`src/rtl/stack_core_pkg.sv`:
```
// Shared definitions for the stack_core processor: FSM states, instruction
// word classes, byte opcodes, fault codes, and per-opcode stack-effect helpers.
package stack_core_pkg;

  typedef enum logic [2:0] {
    FETCH,
    EXEC_W,
    EXEC_HI,
    EXEC_LO,
    HALT
  } state_e;

  typedef enum logic [1:0] {
    ERR_NONE   = 2'd0,
    ERR_DS_OVF = 2'd1,
    ERR_DS_UNF = 2'd2,
    ERR_RS     = 2'd3
  } err_e;

  // Word classes in ir[15:13] when ir[15]=0 (ir[15]=1 is LIT).
  localparam logic [2:0] WC_JZ   = 3'b001;
  localparam logic [2:0] WC_CALL = 3'b010;
  localparam logic [2:0] WC_JMP  = 3'b011;

  localparam logic [7:0] OP_NOP  = 8'h00;
  localparam logic [7:0] OP_ADD  = 8'h01;
  localparam logic [7:0] OP_SUB  = 8'h02;
  localparam logic [7:0] OP_DUP  = 8'h03;
  localparam logic [7:0] OP_SWAP = 8'h04;
  localparam logic [7:0] OP_DROP = 8'h05;
  localparam logic [7:0] OP_OUT  = 8'h06;
  localparam logic [7:0] OP_RET  = 8'h07;
  localparam logic [7:0] OP_AND  = 8'h08;
  localparam logic [7:0] OP_OR   = 8'h09;
  localparam logic [7:0] OP_XOR  = 8'h0A;
  localparam logic [7:0] OP_OVER = 8'h0B;
  localparam logic [7:0] OP_HALT = 8'h0C;

  // Number of data-stack operands a byte op consumes or inspects.
  function automatic logic [1:0] op_need(input logic [7:0] op);
    case (op)
      OP_ADD, OP_SUB, OP_AND, OP_OR, OP_XOR, OP_SWAP, OP_OVER: op_need = 2'd2;
      OP_DUP, OP_DROP, OP_OUT:                                 op_need = 2'd1;
      default:                                                 op_need = 2'd0;
    endcase
  endfunction

  // Byte ops that grow the data stack by one entry.
  function automatic logic op_pushes(input logic [7:0] op);
    op_pushes = (op == OP_DUP) || (op == OP_OVER);
  endfunction

endpackage

```
`src/rtl/stack_core_lifo.sv`:
```
// lifo_stack: register-file LIFO used for both the data and return stacks.
// Ports: i_push/i_pop adjust occupancy; i_wr rewrites the resulting top entry
// and i_wr_nos the entry below it, so pop+wr implements "pop two, push one".
// o_tos/o_nos read the current top two entries; o_full/o_depth report occupancy.
module lifo_stack #(
  parameter int WIDTH = 16,
  parameter int DEPTH = 16
) (
  input  logic                     clk,
  input  logic                     rst_n,
  input  logic                     i_push,
  input  logic                     i_pop,
  input  logic                     i_wr,
  input  logic                     i_wr_nos,
  input  logic [WIDTH-1:0]         i_data,
  input  logic [WIDTH-1:0]         i_nos_data,
  output logic [WIDTH-1:0]         o_tos,
  output logic [WIDTH-1:0]         o_nos,
  output logic                     o_full,
  output logic [$clog2(DEPTH):0]   o_depth
);
  localparam int AW = $clog2(DEPTH);
  localparam int DW = AW + 1;

  logic [WIDTH-1:0] r_mem [DEPTH];
  logic [DW-1:0]    r_depth;
  logic [DW-1:0]    w_depth_nxt;
  logic [AW-1:0]    w_top;
  logic [AW-1:0]    w_top_nxt;

  assign w_depth_nxt = r_depth + DW'(i_push) - DW'(i_pop);
  // Index arithmetic wraps mod DEPTH; reads at depth 0/1 are don't-care.
  assign w_top       = AW'(r_depth - DW'(1));
  assign w_top_nxt   = AW'(w_depth_nxt - DW'(1));

  assign o_tos   = r_mem[w_top];
  assign o_nos   = r_mem[w_top - AW'(1)];
  assign o_full  = (r_depth == DW'(DEPTH));
  assign o_depth = r_depth;

  always_ff @(posedge clk or negedge rst_n) begin
    if (!rst_n) r_depth <= '0;
    else        r_depth <= w_depth_nxt;
  end

  always_ff @(posedge clk) begin
    if (i_push || i_wr) r_mem[w_top_nxt] <= i_data;
    if (i_wr_nos)       r_mem[w_top_nxt - AW'(1)] <= i_nos_data;
  end

endmodule

```
`src/rtl/stack_core.sv`:
```
// stack_core: 16-bit-instruction stack processor.
// Ports: mem_addr/mem_req/mem_ack/mem_rdata fetch instruction words;
// out_valid/out_data/out_ready stream OUT values; halted/err report a stop
// and its cause; ds_depth exposes data-stack occupancy for debug.
module stack_core
  import stack_core_pkg::*;
#(
  parameter int DATA_W   = 16,
  parameter int ADDR_W   = 15,
  parameter int DS_DEPTH = 16,
  parameter int RS_DEPTH = 8
) (
  input  logic                      clk,
  input  logic                      rst_n,
  output logic [ADDR_W-1:0]         mem_addr,
  output logic                      mem_req,
  input  logic                      mem_ack,
  input  logic [15:0]               mem_rdata,
  output logic                      out_valid,
  output logic [DATA_W-1:0]         out_data,
  input  logic                      out_ready,
  output logic                      halted,
  output logic [1:0]                err,
  output logic [$clog2(DS_DEPTH):0] ds_depth
);
  localparam int DSW = $clog2(DS_DEPTH) + 1;
  localparam int RSW = $clog2(RS_DEPTH) + 1;

  state_e              r_state, w_state_nxt;
  err_e                r_err, w_err_nxt;
  logic [ADDR_W-1:0]   r_pc, w_pc_nxt;
  logic [15:0]         r_ir;
  logic                r_out_valid;
  logic [DATA_W-1:0]   r_out_data;
  logic                w_fault, w_pc_load, w_out_set, w_out_clr;
  logic [7:0]          w_op;
  logic [DATA_W-1:0]   w_alu;

  logic                w_ds_push, w_ds_pop, w_ds_wr, w_ds_wr_nos, w_ds_full;
  logic [DATA_W-1:0]   w_ds_wdata, w_ds_nos_wdata, w_ds_tos, w_ds_nos;
  logic [DSW-1:0]      w_ds_depth;
  logic                w_rs_push, w_rs_pop, w_rs_full;
  logic [ADDR_W-1:0]   w_rs_tos, w_rs_nos_unused;
  logic [RSW-1:0]      w_rs_depth;

  function automatic logic [DATA_W-1:0] alu(input logic [7:0] op,
                                            input logic [DATA_W-1:0] nos,
                                            input logic [DATA_W-1:0] tos);
    case (op)
      OP_ADD:  alu = nos + tos;
      OP_SUB:  alu = nos - tos;
      OP_AND:  alu = nos & tos;
      OP_OR:   alu = nos | tos;
      OP_XOR:  alu = nos ^ tos;
      default: alu = tos;
    endcase
  endfunction

  assign w_op  = (r_state == EXEC_HI) ? r_ir[15:8] : r_ir[7:0];
  assign w_alu = alu(w_op, w_ds_nos, w_ds_tos);

  always_comb begin
    w_state_nxt    = r_state;
    w_err_nxt      = ERR_NONE;
    w_fault        = 1'b0;
    w_pc_load      = 1'b0;
    w_pc_nxt       = ADDR_W'(r_ir[12:0]);
    w_out_set      = 1'b0;
    w_out_clr      = 1'b0;
    w_ds_push      = 1'b0;
    w_ds_pop       = 1'b0;
    w_ds_wr        = 1'b0;
    w_ds_wr_nos    = 1'b0;
    w_ds_wdata     = w_ds_tos;
    w_ds_nos_wdata = w_ds_tos;
    w_rs_push      = 1'b0;
    w_rs_pop       = 1'b0;
    case (r_state)
      FETCH: begin
        if (mem_ack) w_state_nxt = (mem_rdata[15:13] != 3'b000) ? EXEC_W : EXEC_HI;
      end
      EXEC_W: begin
        w_state_nxt = FETCH;
        if (r_ir[15]) begin
          if (w_ds_full) begin
            w_fault = 1'b1; w_err_nxt = ERR_DS_OVF;
          end else begin
            w_ds_push  = 1'b1;
            w_ds_wdata = DATA_W'(r_ir[14:0]);
          end
        end else begin
          case (r_ir[15:13])
            WC_CALL: begin
              if (w_rs_full) begin
                w_fault = 1'b1; w_err_nxt = ERR_RS;
              end else begin
                w_rs_push = 1'b1;
                w_pc_load = 1'b1;
              end
            end
            WC_JMP: w_pc_load = 1'b1;
            WC_JZ: begin
              if (w_ds_depth == '0) begin
                w_fault = 1'b1; w_err_nxt = ERR_DS_UNF;
              end else begin
                w_ds_pop  = 1'b1;
                w_pc_load = (w_ds_tos == '0);
              end
            end
            default: ;
          endcase
        end
      end
      EXEC_HI, EXEC_LO: begin
        w_state_nxt = (r_state == EXEC_HI) ? EXEC_LO : FETCH;
        if (DSW'(op_need(w_op)) > w_ds_depth) begin
          w_fault = 1'b1; w_err_nxt = ERR_DS_UNF;
        end else if (op_pushes(w_op) && w_ds_full) begin
          w_fault = 1'b1; w_err_nxt = ERR_DS_OVF;
        end else if ((w_op == OP_RET) && (w_rs_depth == '0)) begin
          w_fault = 1'b1; w_err_nxt = ERR_RS;
        end else begin
          case (w_op)
            OP_ADD, OP_SUB, OP_AND, OP_OR, OP_XOR: begin
              w_ds_pop   = 1'b1;
              w_ds_wr    = 1'b1;
              w_ds_wdata = w_alu;
            end
            OP_DUP: w_ds_push = 1'b1;
            OP_OVER: begin
              w_ds_push  = 1'b1;
              w_ds_wdata = w_ds_nos;
            end
            OP_SWAP: begin
              w_ds_wr     = 1'b1;
              w_ds_wdata  = w_ds_nos;
              w_ds_wr_nos = 1'b1;
            end
            OP_DROP: w_ds_pop = 1'b1;
            OP_OUT: begin
              // First cycle in the slot publishes TOS; the pop happens on handshake.
              if (!r_out_valid) begin
                w_out_set   = 1'b1;
                w_state_nxt = r_state;
              end else if (out_ready) begin
                w_out_clr = 1'b1;
                w_ds_pop  = 1'b1;
              end else begin
                w_state_nxt = r_state;
              end
            end
            OP_RET: begin
              w_rs_pop    = 1'b1;
              w_pc_load   = 1'b1;
              w_pc_nxt    = w_rs_tos;
              w_state_nxt = FETCH;
            end
            OP_HALT: w_state_nxt = HALT;
            default: ;
          endcase
        end
      end
      default: w_state_nxt = HALT;
    endcase
    if (w_fault) w_state_nxt = HALT;
  end

  always_ff @(posedge clk or negedge rst_n) begin
    if (!rst_n) begin
      r_state     <= FETCH;
      r_pc        <= '0;
      r_err       <= ERR_NONE;
      r_out_valid <= 1'b0;
      r_out_data  <= '0;
    end else begin
      r_state <= w_state_nxt;
      if ((r_state == FETCH) && mem_ack) r_pc <= r_pc + ADDR_W'(1);
      else if (w_pc_load)                r_pc <= w_pc_nxt;
      if (w_fault) r_err <= w_err_nxt;
      if (w_out_set) begin
        r_out_valid <= 1'b1;
        r_out_data  <= w_ds_tos;
      end else if (w_out_clr) begin
        r_out_valid <= 1'b0;
      end
    end
  end

  always_ff @(posedge clk) begin
    if ((r_state == FETCH) && mem_ack) r_ir <= mem_rdata;
  end

  lifo_stack #(.WIDTH(DATA_W), .DEPTH(DS_DEPTH)) u_ds (
    .clk(clk), .rst_n(rst_n),
    .i_push(w_ds_push), .i_pop(w_ds_pop), .i_wr(w_ds_wr), .i_wr_nos(w_ds_wr_nos),
    .i_data(w_ds_wdata), .i_nos_data(w_ds_nos_wdata),
    .o_tos(w_ds_tos), .o_nos(w_ds_nos), .o_full(w_ds_full), .o_depth(w_ds_depth)
  );

  lifo_stack #(.WIDTH(ADDR_W), .DEPTH(RS_DEPTH)) u_rs (
    .clk(clk), .rst_n(rst_n),
    .i_push(w_rs_push), .i_pop(w_rs_pop), .i_wr(1'b0), .i_wr_nos(1'b0),
    .i_data(r_pc), .i_nos_data('0),
    .o_tos(w_rs_tos), .o_nos(w_rs_nos_unused), .o_full(w_rs_full), .o_depth(w_rs_depth)
  );

  assign mem_addr  = r_pc;
  assign mem_req   = (r_state == FETCH) && rst_n;
  assign out_valid = r_out_valid;
  assign out_data  = r_out_data;
  assign halted    = (r_state == HALT);
  assign err       = r_err;
  assign ds_depth  = w_ds_depth;

endmodule

```
`config.mk`:
```
export PLATFORM = sky130hd
export DESIGN_NAME = stack_core
export DESIGN_NICKNAME = d
export VERILOG_FILES = /design/src/rtl/stack_core_pkg.sv /design/src/rtl/stack_core_lifo.sv /design/src/rtl/stack_core.sv
export SDC_FILE = /design/constraint.sdc
export NUM_CORES = 1
export LEC_CHECK = 0
export CORE_MARGIN = 3
export CORE_UTILIZATION = 35
export DETAILED_ROUTE_END_ITERATION = 8
export PLACE_DENSITY = 0.57
export SLEW_MARGIN = 10
export SYNTH_ARGS = -nofsm -noshare
export SYNTH_HDL_FRONTEND = slang
export SYNTH_SLANG_ARGS = --single-unit
export TNS_END_PERCENT = 20
```
`constraint.sdc`:
```
create_clock -name clk -period 9.04 [get_ports clk]
set_input_delay 0.904 -clock clk [delete_from_list [all_inputs] [get_ports clk]]
set_output_delay 0.904 -clock clk [all_outputs]
set_load 0.03 [all_outputs]
```
==> impl_metrics.tcl, run 1 <==
set metrics [dict create \
    crit_path_end "u_ds.r_mem[11][11]" \
    syn-cell-area_sq_um 25900 \
    fin_crit_ns 8.39 \
    final_core_util_pct 40.1 \
    synth_cells 1955 \
    initial_core_util_pct 35.4 \
    critPathMaxFanout 19 \
    htree_levels 2 \
    drive_gt1_share_pct 20.3 \
    num-nets-final 2115 \
    synth_warnings 0 \
    synth_top_area_cell "edfxtp_1" \
    die_x_um 278 \
    coreArea_sq_um 73100 \
    root_buffer "clkbuf_16" \
    seq_area_frac_synth_pct 49.9 \
    synthesis.nets 2055 \
    cts_tree "built" \
    final_max_slew_viol_count 0 \
    synth-seq-cells 438 \
    cap_violations 0 \
    cts_buffer_depth 3 \
    place.gp.congestion 0.873 \
    rsz0062_at_grt "false" \
    critical_path_arrival_ns 8.61 \
    antenna_cells 0 \
    drtIter0Drc 2238 \
    port_buffers 60 \
    overflow 0 \
    crit_type "flip-flop to flip-flop" \
    r2r_slack_ns 0.65 \
    fillerInstances 6837 \
    hold_path_class "input port to asynchronous set/reset pin" \
    dr.pass1.iters 8 \
    cp-end-kind "flip-flop" \
    antenna_found_initial 1 \
    grt_pass1_vias 18000 \
    r2r_cells 25 \
    yosysMostFrequentCell "edfxtp_1" \
    outcome "complete, no violations" \
    final_antenna_net_count 0 \
    cts-resized-gates 0 \
    area_growth_pct 13.2 \
    dp_hpwl_um 54500 \
    start_kind "flip-flop" \
    clkTransAtPathRegs_ns 0.06 \
    ios 61 \
    regArea_sq_um 12900 \
    reg2reg_to "u_ds.r_mem[11][11]" \
    synth_top_flop_cell "edfxtp_1" \
    setup_viol 0 \
    wl_per_cell_um 27.0 \
    cts_buffers 48 \
    fin_skew_ns 0.0555 \
    grt_util_all_layers_pct 20.8 \
    vias 18000 \
    die_area_sq_um 77300 \
    drc 0 \
    clk_latency_ns 0.61 \
    r2r-start "r_state[2]" \
    clock_sinks 438 \
    hold_violations 0 \
    vias_per_cell 5.97 \
    holdBufCountCts 0 \
    yosys.area.top_type_share_pct 45.5 \
    grt_max_degree 124 \
    ys_types 84 \
    synth_edf_count 392 \
    cp-startpoint "r_state[2]" \
    fin_crit_sh_pct 92.8 \
    fmax_mhz 119 \
    slew_headroom_pct 19.1 \
    finalWirelength_um 81400 \
    grt_pass1_wl_um 121000 \
    synthTopCellsByArea "edfxtp_1 45%, mux4_2 11%, mux2i_1 8.5%" \
    final_area_sq_um 29300 \
    cp.required_ns 9.27 \
    syn_avg_cell_area_sq_um 13.2 \
    post-cts-setup-buffers 0 \
    synth.top_cells.by_count "392 x edfxtp_1, 220 x mux2i_1, 130 x mux4_2" \
    tns_ns 0 \
    multi_input_area_sq_um 12100 \
    dieHeight_um 278 \
    placed_area_sq_um 27800 \
    rows 99 \
    worstMarginPinSlew_ns 1.21 \
    async_flop_share_pct 10.5 \
]
[state kept, by name (all words and copies together) (netlist names)]
register and count:
r_state 3, u_ds.r_mem 256, u_rs.r_mem 120, u_ds.o_depth 5, mem_addr 15, u_rs.o_depth 4
out_data 16, err 2, r_ir 16, out_valid 1
[worst min-delay path by stage]
stage | startpoint | to | slack, ns | cells past startpoint
final | rst_n | mem_addr[13] | 0.45 | 2
after global routing | rst_n | mem_addr[14] | 0.50 | 2
after CTS | rst_n | mem_addr[9] | 0.46 | 2
after detailed placement | out_data[4] | out_data[4] | 0.47 | 2
after global placement | out_data[6] | out_data[6] | 0.46 | 2
after floorplan | u_rs.o_depth[0] | u_rs.o_depth[0] | 0.59 | 1
[worst max-delay path, stage by stage, from the launching register on]
cell and delay, ns:
dfrtp_1 0.49, nor3b_2 0.47, mux2i_1 0.91, o21ai_0 0.40, a21oi_1 0.28, ha_1 0.27, nor2b_1 0.14, o2111ai_1 0.31
nand2b_1 0.19, nor2_1 0.26, o221ai_1 0.16, o21ai_0 0.21, ha_1 0.26, inv_1 0.06, ha_1 0.16, inv_1 0.06
fa_1 0.62, inv_1 0.13, nor3_1 0.22, xor3_1 0.33, or2_2 0.40, nor2_1 0.13, a31oi_1 0.19, nor2_4 0.83
a41o_1 0.17, buf_4 0.35
[logic make-up (layout without fill, tap and decap cells)]
family | Yosys count | after routing | share of synthesized area [%]
xor+xnor | 39 | 39 | 1.43
simple gates | 373 | 373 | 6.73
mux | 426 | 426 | 24.3
compound gates | 392 | 392 | 9.48
buf+inv | 207 | 307 | 4.22
flops | 438 | 438 | 49.9
fa+ha+maj | 80 | 80 | 3.95
[cells in the final DEF (no fill, tap or decap), types with 23 or more instances in the layout]
master,netlist,final
edfxtp_1,392,392
mux2i_1,220,219
mux4_2,130,130
nor2_1,128,128
a21oi_1,128,128
nand2_1,112,112
buf_4,22,94
o21ai_0,97,92
ha_1,77,76
clkdlybuf4s50_1,0,59
mux2_2,55,55
inv_1,50,50
clkbuf_16,0,48
dfrtp_1,46,44
nand3_1,25,25
xnor2_1,26,25
clkinv_1,9,23
[metal layers]
layer / vias to the layer above / GRT usage, % / part of all wire [%]
met3: 157 / 3.92 / 8.1
li1: 7786 / - / -
met5: - / 0 / 0
met2: 826 / 33.4 / 47
met1: 9230 / 28.5 / 42
met4: 0 / 6.73 / 3.3
[cell type report]
type,count,area share (%)
Sequential cell,438,44.1
Multi-Input combinational cell,1310,41.2
Timing Repair Buffer,156,4.58
Clock buffer,56,4.23
Tap cell,959,4.09
Clock inverter,34,1.06
Inverter,61,0.781
[per-stage QoR]
step                      hold WS, ns  setup WS [ns]  cells
after floorplan                 0.585           1.89   1955
after global placement          0.463           1.07   2924
after detailed placement        0.469          0.814   2924
after CTS                       0.458          0.785   3014
after global routing            0.504         0.0823   3014
final                           0.451          0.654   3014
Power of run 1 is not shown: default switching activity piles up to over one toggle a cycle in this logic, so the estimate is an artifact.
==> run 2: changes to the inputs <==
--- a/config.mk
+++ b/config.mk
@@ -13,4 +13,4 @@
 export SYNTH_ARGS = -nofsm -noshare
 export SYNTH_HDL_FRONTEND = slang
 export SYNTH_SLANG_ARGS = --single-unit
-export TNS_END_PERCENT = 20
+export TNS_END_PERCENT = 5
==> results of run 2 <==
Same layout as run 1: the final DEF is identical, and so are final timing and power.
Power of run 2 is left out for the same reason.
